--- src/rtl/sr_cmd_gen_if.sv ---
// sr_cmd_gen_if
// Groups the button inputs and SR command outputs of sr_cmd_gen into one bundle.
//   set_btn, reset_btn : raw, possibly bouncing request levels (driven by master)
//   s, r               : one-shot set / reset command pulses (driven by slave)
//   busy               : a pulse or gap cycle is in progress
//   conflict           : one-cycle flag for colliding set/reset requests
//   cmd_cnt            : saturating count of issued commands
// The slave modport is the command generator; the master modport is whatever
// drives the buttons and consumes the commands.
interface sr_cmd_gen_if;
  logic       set_btn;
  logic       reset_btn;
  logic       s;
  logic       r;
  logic       busy;
  logic       conflict;
  logic [7:0] cmd_cnt;

  modport master (
    output set_btn,
    output reset_btn,
    input  s,
    input  r,
    input  busy,
    input  conflict,
    input  cmd_cnt
  );

  modport slave (
    input  set_btn,
    input  reset_btn,
    output s,
    output r,
    output busy,
    output conflict,
    output cmd_cnt
  );
endinterface

--- src/rtl/sr_cmd_gen.sv ---
// sr_cmd_gen
// Turns two asynchronous, bouncing push-button levels into clean, mutually
// exclusive set/reset command pulses for a downstream SR flip-flop stage.
// Each button is synchronized, debounced and edge-detected into a one-cycle
// request; a small FSM issues PULSE_LEN-cycle s/r pulses separated by a gap
// cycle, remembers one request that arrives while busy, and flags collisions.
// Ports:
//   clk  : single clock, rising edge
//   rst  : synchronous, active-high reset
//   bus  : sr_cmd_gen_if.slave (set_btn, reset_btn in; s, r, busy, conflict,
//          cmd_cnt out)
// Parameters:
//   DEB_CYCLES : stable synchronized samples needed to flip a debounced level (2..255)
//   PULSE_LEN  : width of each s/r pulse in clk cycles (1..15)
module sr_cmd_gen #(
  parameter int unsigned DEB_CYCLES = 4,
  parameter int unsigned PULSE_LEN  = 1
) (
  input logic          clk,
  input logic          rst,
  sr_cmd_gen_if.slave  bus
);

  typedef enum logic [1:0] {
    IDLE,
    SET_P,
    RST_P,
    GAP
  } state_t;

  localparam logic [7:0] DEB_LAST   = 8'(DEB_CYCLES - 1);
  localparam logic [3:0] PULSE_LAST = 4'(PULSE_LEN - 1);

  // Index 0 is the set button, index 1 the reset button.
  logic [1:0] btn;
  logic [1:0] sync1;
  logic [1:0] sync2;
  logic [1:0] deb;
  logic [1:0] deb_d;
  logic [1:0] req;
  logic [7:0] deb_cnt [2];

  logic       set_req;
  logic       rst_req;
  logic       collision;

  state_t     state;
  logic [3:0] pulse_cnt;
  logic       pend_set;
  logic       pend_rst;
  logic       s_q;
  logic       r_q;
  logic       busy_q;
  logic       conflict_q;
  logic [7:0] cmd_cnt_q;
  logic [7:0] cmd_cnt_next;

  assign btn       = {bus.reset_btn, bus.set_btn};
  assign set_req   = req[0];
  assign rst_req   = req[1];
  assign collision = set_req & rst_req;

  assign cmd_cnt_next = (cmd_cnt_q == 8'hFF) ? cmd_cnt_q : cmd_cnt_q + 8'd1;

  // Input conditioning: synchronizer, debounce counter, rising-edge request.
  // The request is registered off a delayed copy of the debounced level so a
  // new level reaches the FSM DEB_CYCLES+2 edges after it is first sampled,
  // putting the first pulse cycle at DEB_CYCLES+3.
  always_ff @(posedge clk) begin
    if (rst) begin
      sync1 <= '0;
      sync2 <= '0;
      deb   <= '0;
      deb_d <= '0;
      req   <= '0;
      for (int i = 0; i < 2; i++) begin
        deb_cnt[i] <= '0;
      end
    end else begin
      sync1 <= btn;
      sync2 <= sync1;
      deb_d <= deb;
      req   <= deb & ~deb_d;
      for (int i = 0; i < 2; i++) begin
        if (sync2[i] == deb[i]) begin
          deb_cnt[i] <= '0;
        end else if (deb_cnt[i] == DEB_LAST) begin
          deb[i]     <= ~deb[i];
          deb_cnt[i] <= '0;
        end else begin
          deb_cnt[i] <= deb_cnt[i] + 8'd1;
        end
      end
    end
  end

  // Command FSM with registered outputs. A request seen while not idle is
  // held in a one-deep pending slot (latest type wins); colliding requests
  // are dropped, wipe the pending slot and only raise the conflict flag.
  always_ff @(posedge clk) begin
    if (rst) begin
      state      <= IDLE;
      pulse_cnt  <= '0;
      pend_set   <= 1'b0;
      pend_rst   <= 1'b0;
      s_q        <= 1'b0;
      r_q        <= 1'b0;
      busy_q     <= 1'b0;
      conflict_q <= 1'b0;
      cmd_cnt_q  <= '0;
    end else begin
      conflict_q <= collision;

      if (collision) begin
        pend_set <= 1'b0;
        pend_rst <= 1'b0;
      end else if (state != IDLE) begin
        if (set_req) begin
          pend_set <= 1'b1;
          pend_rst <= 1'b0;
        end else if (rst_req) begin
          pend_rst <= 1'b1;
          pend_set <= 1'b0;
        end
      end

      case (state)
        IDLE: begin
          // A fresh request outranks a stale pending one of the other type.
          if (!collision) begin
            if (set_req || (pend_set && !rst_req)) begin
              state     <= SET_P;
              s_q       <= 1'b1;
              busy_q    <= 1'b1;
              pulse_cnt <= '0;
              pend_set  <= 1'b0;
              pend_rst  <= 1'b0;
              cmd_cnt_q <= cmd_cnt_next;
            end else if (rst_req || pend_rst) begin
              state     <= RST_P;
              r_q       <= 1'b1;
              busy_q    <= 1'b1;
              pulse_cnt <= '0;
              pend_set  <= 1'b0;
              pend_rst  <= 1'b0;
              cmd_cnt_q <= cmd_cnt_next;
            end
          end
        end

        SET_P, RST_P: begin
          if (pulse_cnt == PULSE_LAST) begin
            state <= GAP;
            s_q   <= 1'b0;
            r_q   <= 1'b0;
          end else begin
            pulse_cnt <= pulse_cnt + 4'd1;
          end
        end

        GAP: begin
          state  <= IDLE;
          busy_q <= 1'b0;
        end

        default: begin
          state  <= IDLE;
          s_q    <= 1'b0;
          r_q    <= 1'b0;
          busy_q <= 1'b0;
        end
      endcase
    end
  end

  assign bus.s        = s_q;
  assign bus.r        = r_q;
  assign bus.busy     = busy_q;
  assign bus.conflict = conflict_q;
  assign bus.cmd_cnt  = cmd_cnt_q;

endmodule

--- src/flat_wrapper.sv ---
// flat-port wrapper written by rule: the top's interface ports become plain ports
module sr_cmd_gen_flat 
#(
  parameter int unsigned DEB_CYCLES = 4,
  parameter int unsigned PULSE_LEN  = 1
)
  (clk, rst, bus_set_btn, bus_reset_btn, bus_s, bus_r, bus_busy, bus_conflict, bus_cmd_cnt);
  sr_cmd_gen_if bus_i ();
  input logic clk;
  input logic rst;
  input wire logic [$bits(bus_i.set_btn)-1:0] bus_set_btn;
  input wire logic [$bits(bus_i.reset_btn)-1:0] bus_reset_btn;
  output wire logic [$bits(bus_i.s)-1:0] bus_s;
  output wire logic [$bits(bus_i.r)-1:0] bus_r;
  output wire logic [$bits(bus_i.busy)-1:0] bus_busy;
  output wire logic [$bits(bus_i.conflict)-1:0] bus_conflict;
  output wire logic [$bits(bus_i.cmd_cnt)-1:0] bus_cmd_cnt;
  assign bus_i.set_btn = bus_set_btn;
  assign bus_i.reset_btn = bus_reset_btn;
  assign bus_s = bus_i.s;
  assign bus_r = bus_i.r;
  assign bus_busy = bus_i.busy;
  assign bus_conflict = bus_i.conflict;
  assign bus_cmd_cnt = bus_i.cmd_cnt;
  sr_cmd_gen #(.DEB_CYCLES(DEB_CYCLES), .PULSE_LEN(PULSE_LEN)) u_core (.clk(clk), .rst(rst), .bus(bus_i));
endmodule
--- config.mk ---
export PLATFORM = sky130hd
export DESIGN_NAME = sr_cmd_gen_flat
export DESIGN_NICKNAME = d
export VERILOG_FILES = /design/src/rtl/sr_cmd_gen_if.sv /design/src/rtl/sr_cmd_gen.sv /design/src/flat_wrapper.sv
export SDC_FILE = /design/constraint.sdc
export NUM_CORES = 1
export LEC_CHECK = 0
export CORE_UTILIZATION = 35
export DETAILED_ROUTE_END_ITERATION = 8
export REMOVE_ABC_BUFFERS = 1
export SYNTH_ARGS = -nofsm -noshare
export SYNTH_HDL_FRONTEND = slang
export SYNTH_SLANG_ARGS = --single-unit
--- constraint.sdc ---
create_clock -name clk -period 2.32 [get_ports clk]
set_input_delay 0.696 -clock clk [delete_from_list [all_inputs] [get_ports clk]]
set_output_delay 0.696 -clock clk [all_outputs]
set_load 0.01 [all_outputs]
==> impl_metrics.env, run 1 <==
export IMPL_start_util=0.3732
export IMPL_powerDensity_nw_per_um2=588.9
export IMPL_synthToLayoutAreaGrowth_pct=17.42
export IMPL_die_x_um=82.40
export IMPL_cts_root_buffer="clkbuf_8"
export IMPL_cp_required_ns=1.62
export IMPL_fin_skew_ns=0.008794
export IMPL_synthTopCellsByArea="dfxtp_1, edfxtp_1, ha_1"
export IMPL_yosysSeqAreaShare=0.4779
export IMPL_gr_total_overflow=0
export IMPL_wirelength_mm=3.962
export IMPL_async_reset_ff_frac=0
export IMPL_drive_above_1_share=0.1038
export IMPL_r2r_start="u_core.state[1]$_SDFFE_PP0P_"
export IMPL_yosys_cell_count_top_type="dfxtp_1"
export IMPL_row_count=28
export IMPL_clock_sinks=46
export IMPL_grt_use_total=0.1323
export IMPL_synth_cell_types=48
export IMPL_fin_crit_ns=2.096
export IMPL_internal_power_mw=1.163
export IMPL_cts_buffer_depth=2
export IMPL_seq_power_share=0.564
export IMPL_grt_max_degree=17
export IMPL_reg2reg_depth=5
export IMPL_fill_cells=598
export IMPL_power_switching_uw=401.3
export IMPL_viasPerCell=4.982
export IMPL_hp_start="u_core.deb_d[1]$_SDFF_PP0_"
export IMPL_antenna_found_initial=0
export IMPL_hold_end="u_core.req[1]$_SDFF_PP0_"
export IMPL_netlist_area_leader_share=0.2655
export IMPL_cp_buffers_inverters=1
export IMPL_p_clk_frac=0.322
export IMPL_ys_top_cells_by_count="dfxtp_1, nor2_1, edfxtp_1"
export IMPL_fmax_mhz=477.1
export IMPL_cts_tree="done"
export IMPL_instances_no_fill=335
export IMPL_synth_edf_count=16
export IMPL_via_count=1669
export IMPL_post_route_period_util=0.9035
export IMPL_clk_pin_slew_worst_paths_ns=0.09
export IMPL_hold_viol=0
export IMPL_dp_cells=327
export IMPL_rr_endpoint="u_core.pulse_cnt[3]$_SDFFE_PP0P_"
export IMPL_whs_path_depth=1
export IMPL_power_share_combinational=0.114
export IMPL_hold_path_class="reg -> reg"
export IMPL_path_class="reg -> out"
export IMPL_crit_family="buffers and inverters"
export IMPL_io_pins=16
export IMPL_cpPeakStageDelay_ns=0.61
export IMPL_yosysTopAreaCell="dfxtp_1"
export IMPL_synth_avg_cell_area_um2=10.14
export IMPL_leakagePower_nw=0.9868
export IMPL_syn_area_um2=2262
export IMPL_endpoint_kind="output pin"
export IMPL_htree_levels=2
export IMPL_setup_viol=0
export IMPL_cts_setup_buffers=0
export IMPL_drc=0
export IMPL_fp_dieH_um=82.40
export IMPL_final_nets=272
export IMPL_crit_chain="clkdlybuf4s50_1"
export IMPL_clock_latency_ns=0.30
export IMPL_hold_buffers=0
export IMPL_critPathSlowestCell="clkdlybuf4s50_1"
export IMPL_start_kind="flip-flop"
export IMPL_critical_path_max_fanout=8
export IMPL_r2r_slack_ns=0.45
export IMPL_critical_path_arrival_ns=1.40
export IMPL_synth_cells=223
export IMPL_synth_ff_type="dfxtp_1"
export IMPL_max_cap_violations=0
export IMPL_n_antenna_cell=0
export IMPL_grt_pass1_wl_mm=6.803
export IMPL_drt_initial_drc_count=39
export IMPL_fin_tns_setup_ns=0
export IMPL_ys_ff_latch=46
export IMPL_slew_viol_final=0
export IMPL_port_buffers=15
export IMPL_hpwl_mm=2.903
export IMPL_cts_buffers=5
export IMPL_rsz0062_at_grt="no"
export IMPL_coreArea_um2=6061
export IMPL_yosysWarnings=0
export IMPL_first_pass_iters=4
export IMPL_ir_drop_uv=367.6
export IMPL_cts_resized=0
export IMPL_gp_congestion=0.7876
export IMPL_power_share_switching=0.2566
export IMPL_die_area_um2=6789
export IMPL_ant_nets=0
export IMPL_status="finished, final reports clean"
export IMPL_wl_per_cell_um=11.83
export IMPL_grt_pass1_vias=1578
==> stage by stage <==
stage               utilization  setup slack (ns)  area [um^2]  power, mW  hold slack, ns
finish                   0.4383            0.2239         2656      1.564          0.3878
global route             0.4383            0.1572         2656      1.649          0.3817
CTS                      0.4383            0.2050         2656      1.597          0.3882
detailed placement       0.4228            0.2605         2562      1.079          0.3737
global placement         0.4228            0.2959         2562      1.079          0.3752
floorplan                     -            0.6272         2296      1.017          0.3674
==> registers in the layout, summed over array words and instances (netlist names), 2 cells and up <==
| name | flops |
|---|---|
| u_core.sync2 | 2 |
| u_core.state | 2 |
| u_core.sync1 | 2 |
| u_core.req | 2 |
| u_core.pulse_cnt | 4 |
| u_core.deb_d | 2 |
| u_core.bus.cmd_cnt | 8 |
| u_core.deb_cnt | 16 |
| u_core.deb | 2 |
==> layout by cell type, fill, tap and decap left out, types with 2 or more instances in the layout <==
master           instances
or2_2                    4
a211oi_1                 3
nor3b_1                  2
buf_4                    3
dfxtp_1                 30
o21ai_0                  6
a311oi_1                 2
and2_1                   2
o41ai_1                  2
nand2_1                 11
a21o_1                   3
clkbuf_8                 5
nor4_1                   3
nor2b_1                 13
o31ai_1                  2
ha_1                     9
a41oi_2                  4
nand2b_1                 4
nor2_1                  23
nand3_1                 12
clkdlybuf4s50_1         15
xor2_1                  11
inv_1                   11
and3_1                   6
or4_1                    3
nor3_1                   4
conb_1                  16
a31oi_1                  2
o211ai_1                 2
edfxtp_1                16
mux2i_1                  3
a21oi_1                  9
==> worst max-delay path by stage <==
stage | depth (start not counted) | slack, ns | endpoint | from
after global placement | 4 | 0.30 | u_core.state[1]$_SDFFE_PP0P_ | rst
after floorplan | 5 | 0.63 | u_core.pulse_cnt[3]$_SDFFE_PP0P_ | u_core.state[0]$_SDFFE_PP0P_
after global routing | 1 | 0.16 | bus_cmd_cnt[2] | u_core.bus.cmd_cnt[2]$_SDFFE_PP0P_
after detailed placement | 4 | 0.26 | u_core.state[1]$_SDFFE_PP0P_ | rst
after CTS | 1 | 0.20 | bus_cmd_cnt[0] | u_core.bus.cmd_cnt[0]$_SDFFE_PP0P_
final | 1 | 0.22 | bus_cmd_cnt[2] | u_core.bus.cmd_cnt[2]$_SDFFE_PP0P_
==> cells by family (layout without fill, tap and decap cells) <==
logic type | count (synthesis) | after routing | synth area share
other | 1 | 16 | 0.001658
AND/OR/NAND/NOR | 94 | 94 | 0.2262
multiplexers | 4 | 4 | 0.01825
flip-flops | 46 | 46 | 0.4779
AO/OA/AOI/OAI | 41 | 41 | 0.1499
buffers and inverters | 16 | 38 | 0.02987
XOR/XNOR | 12 | 12 | 0.04646
adder cells (fa/ha/maj) | 9 | 9 | 0.04978
==> routing by layer <==
layer	track usage	up-vias	routed length, um
li1	-	858	-
met1	0.1552	781	1863
met3	0.03297	6	109
met2	0.2322	24	1941
met4	0.04737	0	47
met5	0	-	0
==> power by group through the flow <==
stage / Combinational [mW] / Sequential [mW] / Clock [mW]
finish: 0.178 / 0.882 / 0.504
global route: 0.200 / 0.886 / 0.563
CTS: 0.179 / 0.883 / 0.535
detailed placement: 0.178 / 0.901 / 0
global placement: 0.179 / 0.901 / 0
floorplan: 0.118 / 0.899 / 0
==> area by class of cell <==
type,instances,area [um^2],area share
clock inverters,3,25.02,0.009421
multi-input cells,176,1170,0.4404
inverters,12,45.04,0.01696
flip-flops and latches,46,1081,0.4070
repair buffers,18,172.7,0.06500
well taps,75,93.84,0.03533
clock buffers,5,68.82,0.02591
Power figures use the tool's default switching activity.
==> run 2, diff against run 1 <==
CORE_UTILIZATION = 58   (was 35)
PLACE_DENSITY = 0.79   (was not set)
==> run 2 against run 1 <==
  * Count of clock-buffer cells in the layout rose by 1
  * Die area down 39%
  * Combinational power is essentially flat
  * Worst setup slack improved by 0.0046 ns
  * Sequential cell count did not move
  * Non-clock buffer count unchanged
  * Utilization increased by 28 points
  * Sequential power barely moved
  * Critical endpoint is now bus_cmd_cnt[0]
==> impl_metrics.env, run 2 (synthesis results as in run 1) <==
export IMPL_gp_congestion=0.8602
export IMPL_synthToLayoutAreaGrowth_pct=16.65
export IMPL_io_pins=16
export IMPL_layout_commonest_cell="dfxtp_1"
export IMPL_die_area_um2=4154
export IMPL_ir_drop_uv=445.3
export IMPL_dp_cells=300
export IMPL_ant_nets=0
export IMPL_n_antenna_cell=0
export IMPL_clk_pin_slew_worst_paths_ns=0.08
export IMPL_die_x_um=64.45
export IMPL_row_count=22
export IMPL_crit_family="buffers and inverters"
export IMPL_cts_root_buffer="clkbuf_8"
export IMPL_wl_per_cell_um=12.53
export IMPL_slew_viol_final=0
export IMPL_status="finished, final reports clean"
export IMPL_start_util=0.6133
export IMPL_drive_above_1_share=0.1000
export IMPL_setup_viol=0
export IMPL_crit_chain="clkdlybuf4s50_1"
export IMPL_htree_levels=2
export IMPL_wirelength_mm=3.859
export IMPL_cts_tree="done"
export IMPL_largest_reg_flops=16
export IMPL_clock_sinks=46
export IMPL_fin_crit_ns=2.092
export IMPL_coreArea_um2=3689
export IMPL_cts_setup_buffers=0
export IMPL_placed_area_um2=2529
export IMPL_rsz0062_at_grt="no"
export IMPL_hold_viol=0
export IMPL_drt_initial_drc_count=69
export IMPL_via_count=1623
export IMPL_grt_use_total=0.2102
export IMPL_hpwl_mm=2.757
export IMPL_first_pass_iters=4
export IMPL_port_buffers=15
export IMPL_cp_buffers_inverters=1
export IMPL_final_cell_mix="dfxtp_1, nor2_1, edfxtp_1, conb_1, clkdlybuf4s50_1"
export IMPL_leakagePower_nw=0.9934
export IMPL_fin_area_um2=2639
export IMPL_fp_dieH_um=64.45
export IMPL_path_class="reg -> out"
export IMPL_fill_cells=294
export IMPL_gr_total_overflow=0
export IMPL_hold_buffers=0
export IMPL_grt_pass1_wl_mm=6.755
export IMPL_start_kind="flip-flop"
export IMPL_cts_buffer_depth=2
export IMPL_antenna_found_initial=0
export IMPL_cp_required_ns=1.62
export IMPL_grt_pass1_vias=1561
export IMPL_endpoint_kind="output pin"
export IMPL_max_cap_violations=0
export IMPL_fmax_mhz=478.1
export IMPL_top_register="u_core.deb_cnt"
export IMPL_viasPerCell=5.269
export IMPL_final_nets=272
export IMPL_powerDensity_nw_per_um2=617.6
export IMPL_fin_tns_setup_ns=0
export IMPL_grt_max_degree=18
export IMPL_critPathSlowestCell="clkdlybuf4s50_1"
export IMPL_cts_resized=0
export IMPL_drc=0
export IMPL_instances_no_fill=308
export IMPL_cpPeakStageDelay_ns=0.61
export IMPL_critical_path_max_fanout=8
export IMPL_cts_buffers=5
export IMPL_critical_path_arrival_ns=1.40
export IMPL_clock_latency_ns=0.29
export IMPL_power_mw=1.630
export IMPL_hold_path_class="reg -> reg"
export IMPL_fin_skew_ns=0.002866
export IMPL_post_route_period_util=0.9015
-- run 2: per-layer routing --
layer / track usage / wire (um)
met1: 0.2617 / 1873
met5: 0 / 0
met2: 0.3645 / 1861
met3: 0.03169 / 73
met4: 0.08333 / 50
-- run 2: final timing paths --
check                                                        start                               end  slack [ns]  cells past startpoint
worst max register to register        u_core.state[1]$_SDFFE_PP0P_  u_core.pulse_cnt[2]$_SDFFE_PP0P_        0.44                      5
worst min register to register          u_core.deb_d[1]$_SDFF_PP0_          u_core.req[1]$_SDFF_PP0_        0.39                      1
worst max-delay path            u_core.bus.cmd_cnt[0]$_SDFFE_PP0P_                    bus_cmd_cnt[0]        0.23                      1
worst min-delay path                    u_core.deb_d[1]$_SDFF_PP0_          u_core.req[1]$_SDFF_PP0_        0.39                      1
-- run 2: where the power goes --
| part | total [mW] | switching [mW] | internal (mW) |
|---|---|---|---|
| combinational | 0.180 | 0.0957 | 0.0843 |
| clock | 0.568 | 0.247 | 0.321 |
| sequential | 0.881 | 0.0205 | 0.861 |
| total | 1.63 | 0.363 | 1.27 |
-- run 2: final cells by class --
type	count	area, um^2	share of cell area
clock buffer	6	72.57	0.02750
clock inverter	2	37.54	0.01422
inverter	12	45.04	0.01707
multi-input combinational	176	1170	0.4433
sequential	46	1081	0.4097
tap	48	60.06	0.02276
timing repair buffer	18	172.7	0.06543
-- run 2: per-stage QoR --
| step | hold slack [ns] | util | worst slack [ns] |
|---|---|---|---|
| 6_report | 0.3857 | 0.7154 | 0.2284 |
| 5_1_grt | 0.4114 | 0.7154 | 0.1757 |
| 4_1_cts | 0.3842 | 0.7154 | 0.2156 |
| 3_5_place_dp | 0.3750 | 0.6856 | 0.1812 |
| 3_3_place_gp | 0.3720 | 0.6856 | 0.2047 |
| 2_1_floorplan | 0.3674 | - | 0.6272 |
